### src/rtl/load_store_unit_pkg.sv
// Shared types and helpers for the MEM-stage load/store unit.
// Holds the FSM state encoding, RISC-V funct3 size/sign constants and the
// store lane helpers (byte enables and lane-replicated write data).
package lsu_pkg;

    typedef enum logic [1:0] {
        IDLE = 2'd0,
        REQ  = 2'd1,
        DONE = 2'd2
    } lsu_state_t;

    localparam logic [2:0] F3_B  = 3'b000;
    localparam logic [2:0] F3_H  = 3'b001;
    localparam logic [2:0] F3_W  = 3'b010;
    localparam logic [2:0] F3_BU = 3'b100;
    localparam logic [2:0] F3_HU = 3'b101;

    typedef enum logic [1:0] {
        SZ_B = 2'd0,
        SZ_H = 2'd1,
        SZ_W = 2'd2
    } access_size_t;

    // Unsigned variants exist only for loads; anything undefined is a word.
    function automatic access_size_t access_size(input logic [2:0] funct3, input logic is_store);
        access_size_t sz;
        sz = SZ_W;
        if (funct3 == F3_B || (!is_store && funct3 == F3_BU)) begin
            sz = SZ_B;
        end else if (funct3 == F3_H || (!is_store && funct3 == F3_HU)) begin
            sz = SZ_H;
        end
        return sz;
    endfunction

    function automatic logic [3:0] store_be(input access_size_t sz, input logic [1:0] addr_lo);
        logic [3:0] be;
        case (sz)
            SZ_B:    be = 4'b0001 << addr_lo;
            SZ_H:    be = 4'b0011 << {addr_lo[1], 1'b0};
            default: be = 4'b1111;
        endcase
        return be;
    endfunction

    function automatic logic [31:0] store_data(input access_size_t sz, input logic [31:0] wdata);
        logic [31:0] data;
        case (sz)
            SZ_B:    data = {4{wdata[7:0]}};
            SZ_H:    data = {2{wdata[15:0]}};
            default: data = wdata;
        endcase
        return data;
    endfunction

endpackage

### src/rtl/load_store_unit_if.sv
// Data-memory bus between the load/store unit (master) and memory (slave).
// Signals: bus_req/bus_we/bus_addr/bus_be/bus_wdata driven by the master,
// bus_ready/bus_rdata returned by the slave (rdata valid while ready=1).
interface load_store_unit_if #(
    parameter int unsigned ADDR_W = 32
);
    logic              bus_req;
    logic              bus_we;
    logic [ADDR_W-1:0] bus_addr;
    logic [3:0]        bus_be;
    logic [31:0]       bus_wdata;
    logic              bus_ready;
    logic [31:0]       bus_rdata;

    modport master (
        output bus_req,
        output bus_we,
        output bus_addr,
        output bus_be,
        output bus_wdata,
        input  bus_ready,
        input  bus_rdata
    );

    modport slave (
        input  bus_req,
        input  bus_we,
        input  bus_addr,
        input  bus_be,
        input  bus_wdata,
        output bus_ready,
        output bus_rdata
    );
endinterface

### src/rtl/load_store_unit_formatter.sv
// Load data formatter: selects the addressed byte/halfword lane of the raw
// bus word and sign- or zero-extends it according to funct3.
// Ports: raw (bus word), addr_lo (byte offset), funct3, data (result).
module load_formatter
    import lsu_pkg::*;
(
    input  logic [31:0] raw,
    input  logic [1:0]  addr_lo,
    input  logic [2:0]  funct3,
    output logic [31:0] data
);
    logic [7:0]  byte_sel;
    logic [15:0] half_sel;

    always_comb begin
        byte_sel = raw[{addr_lo, 3'b000} +: 8];
        half_sel = addr_lo[1] ? raw[31:16] : raw[15:0];
        data     = raw;
        case (funct3)
            F3_B:    data = {{24{byte_sel[7]}}, byte_sel};
            F3_BU:   data = {24'd0, byte_sel};
            F3_H:    data = {{16{half_sel[15]}}, half_sel};
            F3_HU:   data = {16'd0, half_sel};
            default: data = raw;
        endcase
    end
endmodule

### src/rtl/load_store_unit.sv
// MEM-stage load/store unit. Takes a load/store from EX/MEM, runs one
// valid/ready transaction on the data bus, stalls the pipeline meanwhile
// and presents formatted load data for MEM/WB on the done pulse.
// Ports: clk, reset (async, active-high); in_mem_read/in_mem_write/
// in_funct3/in_addr/in_wdata from EX/MEM; out_read_data, out_stall (comb),
// out_done, out_bus_err to the pipeline; bus (load_store_unit_if.master).
// Build option MISALIGN_TRAP_EN: adds out_misaligned and traps misaligned
// halfword/word accesses without touching the bus.
module load_store_unit
    import lsu_pkg::*;
#(
    parameter int unsigned TIMEOUT_CYCLES = 255,
    parameter int unsigned ADDR_W         = 32
) (
    input  logic              clk,
    input  logic              reset,
    input  logic              in_mem_read,
    input  logic              in_mem_write,
    input  logic [2:0]        in_funct3,
    input  logic [ADDR_W-1:0] in_addr,
    input  logic [31:0]       in_wdata,
    output logic [31:0]       out_read_data,
    output logic              out_stall,
    output logic              out_done,
    output logic              out_bus_err,
`ifdef MISALIGN_TRAP_EN
    output logic              out_misaligned,
`endif
    load_store_unit_if.master bus
);
    localparam int unsigned CNT_W = 16;
    localparam logic [CNT_W-1:0] CNT_LAST = CNT_W'(TIMEOUT_CYCLES - 1);

    lsu_state_t   state;
    logic [CNT_W-1:0] cnt;
    logic [1:0]   q_addr_lo;
    logic [2:0]   q_funct3;
    logic         q_we;

    logic         req;
    logic         is_store;
    access_size_t sz;
    logic [31:0]  fmt_data;
`ifdef MISALIGN_TRAP_EN
    logic         misaligned;
`endif

    // Request decode; a simultaneous read and write is treated as a read.
    always_comb begin
        req      = in_mem_read | in_mem_write;
        is_store = ~in_mem_read & in_mem_write;
        sz       = access_size(in_funct3, is_store);
    end

`ifdef MISALIGN_TRAP_EN
    always_comb begin
        misaligned = ((sz == SZ_H) && in_addr[0]) || ((sz == SZ_W) && (in_addr[1:0] != 2'b00));
    end
`endif

    // Stall covers the accepting IDLE cycle and every REQ cycle; released in DONE.
    always_comb begin
        out_stall = ~reset & (((state == IDLE) & req) | (state == REQ));
    end

    load_formatter u_formatter (
        .raw     (bus.bus_rdata),
        .addr_lo (q_addr_lo),
        .funct3  (q_funct3),
        .data    (fmt_data)
    );

    always_ff @(posedge clk or posedge reset) begin
        if (reset) begin
            state         <= IDLE;
            cnt           <= '0;
            q_addr_lo     <= '0;
            q_funct3      <= '0;
            q_we          <= 1'b0;
            out_read_data <= '0;
            out_done      <= 1'b0;
            out_bus_err   <= 1'b0;
`ifdef MISALIGN_TRAP_EN
            out_misaligned <= 1'b0;
`endif
            bus.bus_req   <= 1'b0;
            bus.bus_we    <= 1'b0;
            bus.bus_addr  <= '0;
            bus.bus_be    <= '0;
            bus.bus_wdata <= '0;
        end else begin
            case (state)
                IDLE: begin
                    out_done    <= 1'b0;
                    out_bus_err <= 1'b0;
`ifdef MISALIGN_TRAP_EN
                    out_misaligned <= 1'b0;
`endif
                    cnt <= '0;
                    if (req) begin
                        q_addr_lo     <= in_addr[1:0];
                        q_funct3      <= in_funct3;
                        q_we          <= is_store;
                        bus.bus_we    <= is_store;
                        bus.bus_addr  <= {in_addr[ADDR_W-1:2], 2'b00};
                        bus.bus_be    <= is_store ? store_be(sz, in_addr[1:0]) : 4'b1111;
                        bus.bus_wdata <= store_data(sz, in_wdata);
`ifdef MISALIGN_TRAP_EN
                        if (misaligned) begin
                            state          <= DONE;
                            out_done       <= 1'b1;
                            out_misaligned <= 1'b1;
                            out_read_data  <= '0;
                        end else begin
                            state       <= REQ;
                            bus.bus_req <= 1'b1;
                        end
`else
                        state       <= REQ;
                        bus.bus_req <= 1'b1;
`endif
                    end
                end
                REQ: begin
                    cnt <= cnt + CNT_W'(1);
                    // A completion on the last allowed cycle still wins over the timeout.
                    if (bus.bus_ready) begin
                        state         <= DONE;
                        bus.bus_req   <= 1'b0;
                        out_done      <= 1'b1;
                        out_read_data <= q_we ? 32'd0 : fmt_data;
                    end else if (cnt == CNT_LAST) begin
                        state         <= DONE;
                        bus.bus_req   <= 1'b0;
                        out_done      <= 1'b1;
                        out_bus_err   <= 1'b1;
                        out_read_data <= '0;
                    end
                end
                DONE: begin
                    // Inputs are ignored here: the pipeline advances on this edge.
                    state       <= IDLE;
                    cnt         <= '0;
                    out_done    <= 1'b0;
                    out_bus_err <= 1'b0;
`ifdef MISALIGN_TRAP_EN
                    out_misaligned <= 1'b0;
`endif
                end
                default: begin
                    state       <= IDLE;
                    bus.bus_req <= 1'b0;
                end
            endcase
        end
    end
endmodule

### src/flat_wrapper.sv
// flat-port wrapper written by rule: the top's interface ports become plain ports
module load_store_unit_flat import lsu_pkg::*;
#(
    parameter int unsigned TIMEOUT_CYCLES = 255,
    parameter int unsigned ADDR_W         = 32
)
  (clk, reset, in_mem_read, in_mem_write, in_funct3, in_addr, in_wdata, out_read_data, out_stall, out_done, out_bus_err, bus_bus_req, bus_bus_we, bus_bus_addr, bus_bus_be, bus_bus_wdata, bus_bus_ready, bus_bus_rdata);
  load_store_unit_if #(.ADDR_W(ADDR_W)) bus_i ();
  input  logic clk;
  input  logic reset;
  input  logic in_mem_read;
  input  logic in_mem_write;
  input  logic [2:0] in_funct3;
  input  logic [ADDR_W-1:0] in_addr;
  input  logic [31:0] in_wdata;
  output logic [31:0] out_read_data;
  output logic out_stall;
  output logic out_done;
  output logic out_bus_err;
  output wire logic [$bits(bus_i.bus_req)-1:0] bus_bus_req;
  output wire logic [$bits(bus_i.bus_we)-1:0] bus_bus_we;
  output wire logic [$bits(bus_i.bus_addr)-1:0] bus_bus_addr;
  output wire logic [$bits(bus_i.bus_be)-1:0] bus_bus_be;
  output wire logic [$bits(bus_i.bus_wdata)-1:0] bus_bus_wdata;
  input wire logic [$bits(bus_i.bus_ready)-1:0] bus_bus_ready;
  input wire logic [$bits(bus_i.bus_rdata)-1:0] bus_bus_rdata;
  assign bus_bus_req = bus_i.bus_req;
  assign bus_bus_we = bus_i.bus_we;
  assign bus_bus_addr = bus_i.bus_addr;
  assign bus_bus_be = bus_i.bus_be;
  assign bus_bus_wdata = bus_i.bus_wdata;
  assign bus_i.bus_ready = bus_bus_ready;
  assign bus_i.bus_rdata = bus_bus_rdata;
  load_store_unit #(.TIMEOUT_CYCLES(TIMEOUT_CYCLES), .ADDR_W(ADDR_W)) u_core (.clk(clk), .reset(reset), .in_mem_read(in_mem_read), .in_mem_write(in_mem_write), .in_funct3(in_funct3), .in_addr(in_addr), .in_wdata(in_wdata), .out_read_data(out_read_data), .out_stall(out_stall), .out_done(out_done), .out_bus_err(out_bus_err), .bus(bus_i));
endmodule
### config.mk
export PLATFORM = sky130hd
export DESIGN_NAME = load_store_unit_flat
export DESIGN_NICKNAME = d
export VERILOG_FILES = /design/src/rtl/load_store_unit_pkg.sv /design/src/rtl/load_store_unit_if.sv /design/src/rtl/load_store_unit_formatter.sv /design/src/rtl/load_store_unit.sv /design/src/flat_wrapper.sv
export SDC_FILE = /design/constraint.sdc
export NUM_CORES = 1
export LEC_CHECK = 0
export CAP_MARGIN = 20
export CORE_ASPECT_RATIO = 1.75
export CORE_MARGIN = 1.5
export CORE_UTILIZATION = 30
export CTS_CLUSTER_DIAMETER = 30
export DETAILED_ROUTE_END_ITERATION = 7
export PLACE_DENSITY_LB_ADDON = 0.08
export SETUP_SLACK_MARGIN = 0.05
export SYNTH_ARGS = -nofsm -noshare
export SYNTH_HDL_FRONTEND = slang
export SYNTH_SLANG_ARGS = --single-unit
### constraint.sdc
create_clock -name clk -period 3.7 [get_ports clk]
set_input_delay 0.37 -clock clk [delete_from_list [all_inputs] [get_ports clk]]
set_output_delay 0.37 -clock clk [all_outputs]
set_load 0.01 [all_outputs]
# Word-level counts from Yosys, hierarchy flattened
# Cells that the tools add are included.
[totals]
register_bits = 125
out_inout_bits = 105
word_cells = 80
[classes]
n_eq_ne = 14
n_bitwise = 8
n_reduce_logical = 18
n_mux = 24
add_sub_neg = 1
n_shift = 3
[op_table]
columns = ["op", "n"]
rows = [
  ["case mux 32 bit (4 select lines)", 1],
  ["two-way mux 32 bit", 3],
  ["case mux 32 bit (2 select lines)", 1],
  ["case mux 16 bit (2 select lines)", 1],
  ["variable part select 32 x 6 -> 8 bit", 1],
  ["adder 16 x 1 -> 16 bit (second input constant)", 1],
  ["equality test 16 x 8 -> 1 bit (second input constant)", 1],
  ["two-way mux 16 bit", 1],
  ["equality test 3 bit (second input constant)", 4],
  ["two-way mux 2 bit", 5],
  ["case mux 4 bit (2 select lines)", 1],
  ["AND reduction 2 bit", 4],
  ["equality test 3 x 1 -> 1 bit (second input constant)", 2],
  ["logical NOT 3 bit", 2],
  ["two-way mux 1 bit", 6],
  ["AND reduction 3 bit", 2],
  ["equality test 2 x 1 -> 1 bit (second input constant)", 2],
  ["logical NOT 2 bit", 2],
  ["two-way mux 4 bit", 1],
  ["!= test 2 bit (second input constant)", 2],
  ["case mux 1 bit (2 select lines)", 2],
  ["case mux 2 bit (2 select lines)", 1],
  ["nonzero test 2 bit", 2],
  ["left shift 1 x 2 -> 4 bit (first input constant)", 1],
  ["12 further kinds", 19],
]

# Depth between registers and ports, before layout
[depth]
depth_word = 10
depth_mapped = 8
mapped_depth_nobuf = 6

# Hierarchy
# Synthesis repeated with hierarchy kept, for this count alone.
[hier_totals]
cells_unflattened = 640
area_unflattened_um2 = 6414.9
[by_module_without_submodules]
columns = ["module", "area_each_um2", "cells_each", "instances"]
rows = [
  ["load_store_unit", 5569.1, 544, 1],
  ["load_formatter", 845.8, 96, 1],
]

# Worst setup path after synthesis
# Ideal clock, no wire load.
[synth_path]
path_type = "reg2reg"
start = "register u_core.cnt[0]"
end = "register u_core.out_read_data[7]"
n_path_buf = 2
slack_ps = 1493
arrival_ps = 2081
setup_time_ps = 126
stages_incl_launch_ff = 9
required_ps = 3574
path_cell_list = "dfrtp_1 inv_1 ha_1 or4b_4 o41ai_2 nand2b_1 buf_6 buf_8 a221o_1"
[synth_via]
elab_chain_len = 3
[synth_lines]
columns = ["element", "line", "rtl"]
rows = [
  ["start: declaration", "load_store_unit.sv:35", "logic [CNT_W-1:0] cnt;"],
  ["start signal: assignment", "load_store_unit.sv:125", "cnt <= cnt + CNT_W'(1);"],
  ["equality test 16 x 8 -> 1 bit", "load_store_unit.sv:132", "end else if (cnt == CNT_LAST) begin"],
  ["nonzero test 2 bit (no line)", "n/a", ""],
  ["AND reduction 2 bit (no line)", "n/a", ""],
  ["end signal: assignment", "load_store_unit.sv:131", "out_read_data <= q_we ? 32'd0 : fmt_data;"],
  ["end: declaration", "load_store_unit.sv:22", "output logic [31:0] out_read_data,"],
]
# Every way passes these cells.
# A chain may end at the register's enable or synchronous reset.

# Final worst setup path
[layout_path]
start = "register u_core.state[0]"
end = "output port out_stall"
[layout_via]
elab_chain_len = 4
[layout_lines]
columns = ["element", "line", "rtl"]
rows = [
  ["start: declaration", "load_store_unit.sv:34", "lsu_state_t state;"],
  ["start signal: assignment", "load_store_unit.sv:75", "state <= IDLE;"],
  ["start signal: assignment", "load_store_unit.sv:119", "state <= REQ;"],
  ["start signal: assignment", "load_store_unit.sv:128", "state <= DONE;"],
  ["logical NOT 2 bit", "load_store_unit.sv:63", "out_stall = ~reset & (((state == IDLE) & req) | (state == REQ));"],
  ["bitwise AND 1 bit", "load_store_unit.sv:63", ""],
  ["OR 1 bit (*)", "load_store_unit.sv:63", ""],
  ["bitwise AND 1 bit (*)", "load_store_unit.sv:63", ""],
  ["end: declaration", "flat_wrapper.sv:17", "output logic out_stall;"],
]
# Every way passes the cells marked *; elsewhere a longest branch is shown, timed or not.

==> results_dict.tcl <==
set metrics [dict create \
    clk_latency_ns 0.42 \
    min_period_ns 2.63 \
    crit_fanout 9 \
    syn_inst 595 \
    power_leakage_nw 3.83 \
    arrival_ns 2.26 \
    drv_cap 0 \
    grt_pass1_wl_um 29500 \
    clkSinkCount 125 \
    worst_path_dominant_cell_family "buffers and inverters" \
    tritoncts "done" \
    peakVddDrop_mv 0.365 \
    slew_headroom_pct 36.7 \
    avgViaCountPerCell 4.93 \
    multiInputGateArea_sq_um 2510 \
    drtPass1Iterations 4 \
    synth-async-reset-ratio_pct 100 \
    htree_num_levels 4 \
    clockBufferDepth 2 \
    worst_pin_slew_ns 0.950 \
    drive_above_1_share_pct 6.99 \
    drt-initial-drc-count 175 \
    synth_ff_type "dfrtp_1" \
    synth_area_leaders "dfrtp_1 54%, nand2_1 11%, mux2i_1 5.0%, o21ai_0 3.7%, a221o_1 2.9%" \
    post-route-period-util_pct 71.0 \
    setup_tns_ns 0 \
    wire_per_inst_um 17.5 \
    worstPathCellList "nor2_1 > o21ai_4 > a21oi_1 > clkdlybuf4s50_1" \
    synth-seq-cells 125 \
    nNetsFinal 897 \
    ys_types 57 \
    power.density_nw_per_um2 798 \
    fillCellCount 1881 \
    ys_warn_count 0 \
    diodes 0 \
    antenna_found_initial 0 \
    io_pins 209 \
    netlist_area_sq_um 5840 \
    core_sq_um 19100 \
    start_util_pct 30.6 \
    hold_ws_ns 0.471 \
    start_kind "register" \
    critPathBufInv 1 \
    slowest_stage "clkdlybuf4s50_1" \
    die_x_um 108 \
    num_vias 5140 \
    postRouteAntennaNets 0 \
    fin_skew_ns 0.00854 \
    slew_violations 0 \
    cts_root_buf "clkbuf_16" \
    cpPeakStageDelay_ns 0.60 \
    areaGrowthSynthToFinish_pct 49.0 \
    grt_util_all_layers_pct 18.7 \
    finalSetupViolations 0 \
    utilization_pct 45.5 \
    rows 67 \
    endpoint_kind "output port" \
    crit_required_ns 3.33 \
    ctsResizeCount 0 \
    timing.fmax_mhz 381 \
    die_h_um 188 \
    synth_top_area_share_pct 53.6 \
    grt_pass1_vias 5529 \
    grt_setup_unrepaired "false" \
    grt-ovfl-total 0 \
    drcViolationCount 0 \
    crit_type "reg2out" \
    cts_post_setup_buffers_inserted 0 \
    wl_um 18200 \
    ys_seq_area_share_pct 53.6 \
    hold_violations 0 \
    outcome "finished, final reports clean" \
    syn_avg_cell_area_sq_um 9.82 \
    cts-hold-fix-buffers 0 \
    dp_hpwl_um 13300 \
    clk_pin_slew_ns 0.05 \
    hp-class "in2async" \
    place_congestion 0.789 \
    grt_start_max_net_pins 99 \
    seqCellArea_sq_um 3130 \
    numCtsBuffers 17 \
    io_buffers 206 \
    fp.dieArea_sq_um 20300 \
    synth_edf_count 0 \
    synth_largest_area_cell "dfrtp_1" \
]
## metal layers
metal  vias up  track usage [%]  part of all wire [%]
li1       2462                -                     -
met2       164             32.5                    52
met1      2483             20.8                    39
met3        31             5.42                   6.2
met4         0             8.40                   3.0
met5         -                0                     0
## path summary, 6_finish.rpt
kind | end | from | slack, ns | depth (start not counted)
setup / recovery | out_stall | u_core.state[0] | 1.07 | 4
hold / removal | u_core.cnt[14] | reset | 0.47 | 2
setup reg to reg | u_core.out_read_data[17] | u_core.cnt[0] | 1.20 | 7
hold reg to reg | u_core.bus.bus_addr[14] | u_core.bus.bus_addr[14] | 0.47 | 2
max in group asynchronous | u_core.bus.bus_addr[15] | reset | 2.27 | 3
min in group clk | u_core.bus.bus_addr[14] | u_core.bus.bus_addr[14] | 0.47 | 2
## cell families (layout without fill, tap and decap cells)
family          Yosys count  after routing  share of synthesized area [%]
fa+ha+maj                 2              2                          0.428
other cells               1              2                         0.0642
buf+inv                  47            252                           3.77
compound gates          124            124                           14.8
mux                      38             38                           6.71
simple gates            250            250                           19.5
flops                   125            125                           53.6
xor+xnor                  8              8                           1.20
## area by class of cell
cell class | count | area share (%)
tap | 241 | 3.46
sequential | 125 | 35.9
multi-input combinational | 424 | 28.8
clock inverter | 7 | 1.29
inverter | 10 | 0.474
clock buffer | 22 | 5.56
timing repair buffer | 213 | 24.4
## sequential cells by signal, indices dropped and copies added, names as in the netlist
name                  count
u_core.bus.bus_addr      30
u_core.bus.bus_we         1
u_core.q_addr_lo          2
u_core.out_done           1
u_core.bus.bus_wdata     32
u_core.bus.bus_be         4
u_core.out_read_data     32
u_core.out_bus_err        1
u_core.bus.bus_req        1
u_core.q_funct3           3
u_core.state              2
u_core.cnt               16
## per-stage QoR
stage / instance area [sq um] / cells / total power, mW / setup slack [ns]
after floorplan: 5850 / 596 / 3.73 / 1.49
after global placement: 8110 / 1013 / 5.24 / 1.27
after detailed placement: 8110 / 1013 / 5.29 / 1.20
after CTS: 8700 / 1042 / 7.05 / 1.04
after global routing: 8700 / 1042 / 7.42 / 0.970
final: 8700 / 1042 / 6.95 / 1.07
## power by group
group	switching [mW]	internal (mW)	leakage, nW	total [mW]
registers	0.420	1.94	1.58	2.36
logic	1.38	1.50	1.96	2.88
clock network	0.595	1.12	0.294	1.71
total	2.40	4.55	3.83	6.95
## synthesized netlist by cell type (6+ instances only)
cell	n
mux2i_1	29
or3_1	8
a21o_1	6
nor2b_1	10
clkbuf_1	22
mux2_2	9
a21oi_1	15
dfrtp_1	125
o21ai_0	43
nor2_1	22
inv_1	10
xnor2_1	6
nand2_1	166
a221o_1	17
nand2b_1	9
## placed cells by master, fill, tap and decap left out, types with 3 or more instances in the layout
| cell | count |
|---|---|
| nor2_1 | 22 |
| nand2_1 | 166 |
| clkbuf_16 | 17 |
| dfrtp_1 | 125 |
| xnor2_1 | 6 |
| a211oi_1 | 4 |
| nor4_1 | 4 |
| clkinv_2 | 3 |
| nor2b_1 | 10 |
| mux2i_1 | 29 |
| and3b_1 | 5 |
| o21a_1 | 3 |
| o21ai_0 | 43 |
| nor3_1 | 4 |
| or3_1 | 8 |
| bufinv_16 | 3 |
| a221o_1 | 17 |
| a221oi_1 | 3 |
| a21o_1 | 6 |
| a21oi_1 | 15 |
| o22ai_1 | 5 |
| clkdlybuf4s50_1 | 206 |
| a32o_1 | 4 |
| or4_1 | 3 |
| buf_4 | 6 |
| o211ai_1 | 5 |
| mux2_2 | 9 |
| nand3_1 | 4 |
| a211o_1 | 4 |
| inv_1 | 9 |
| clkbuf_8 | 4 |
| nand2b_1 | 9 |
Note: power is estimated with default switching activity, not from simulation.
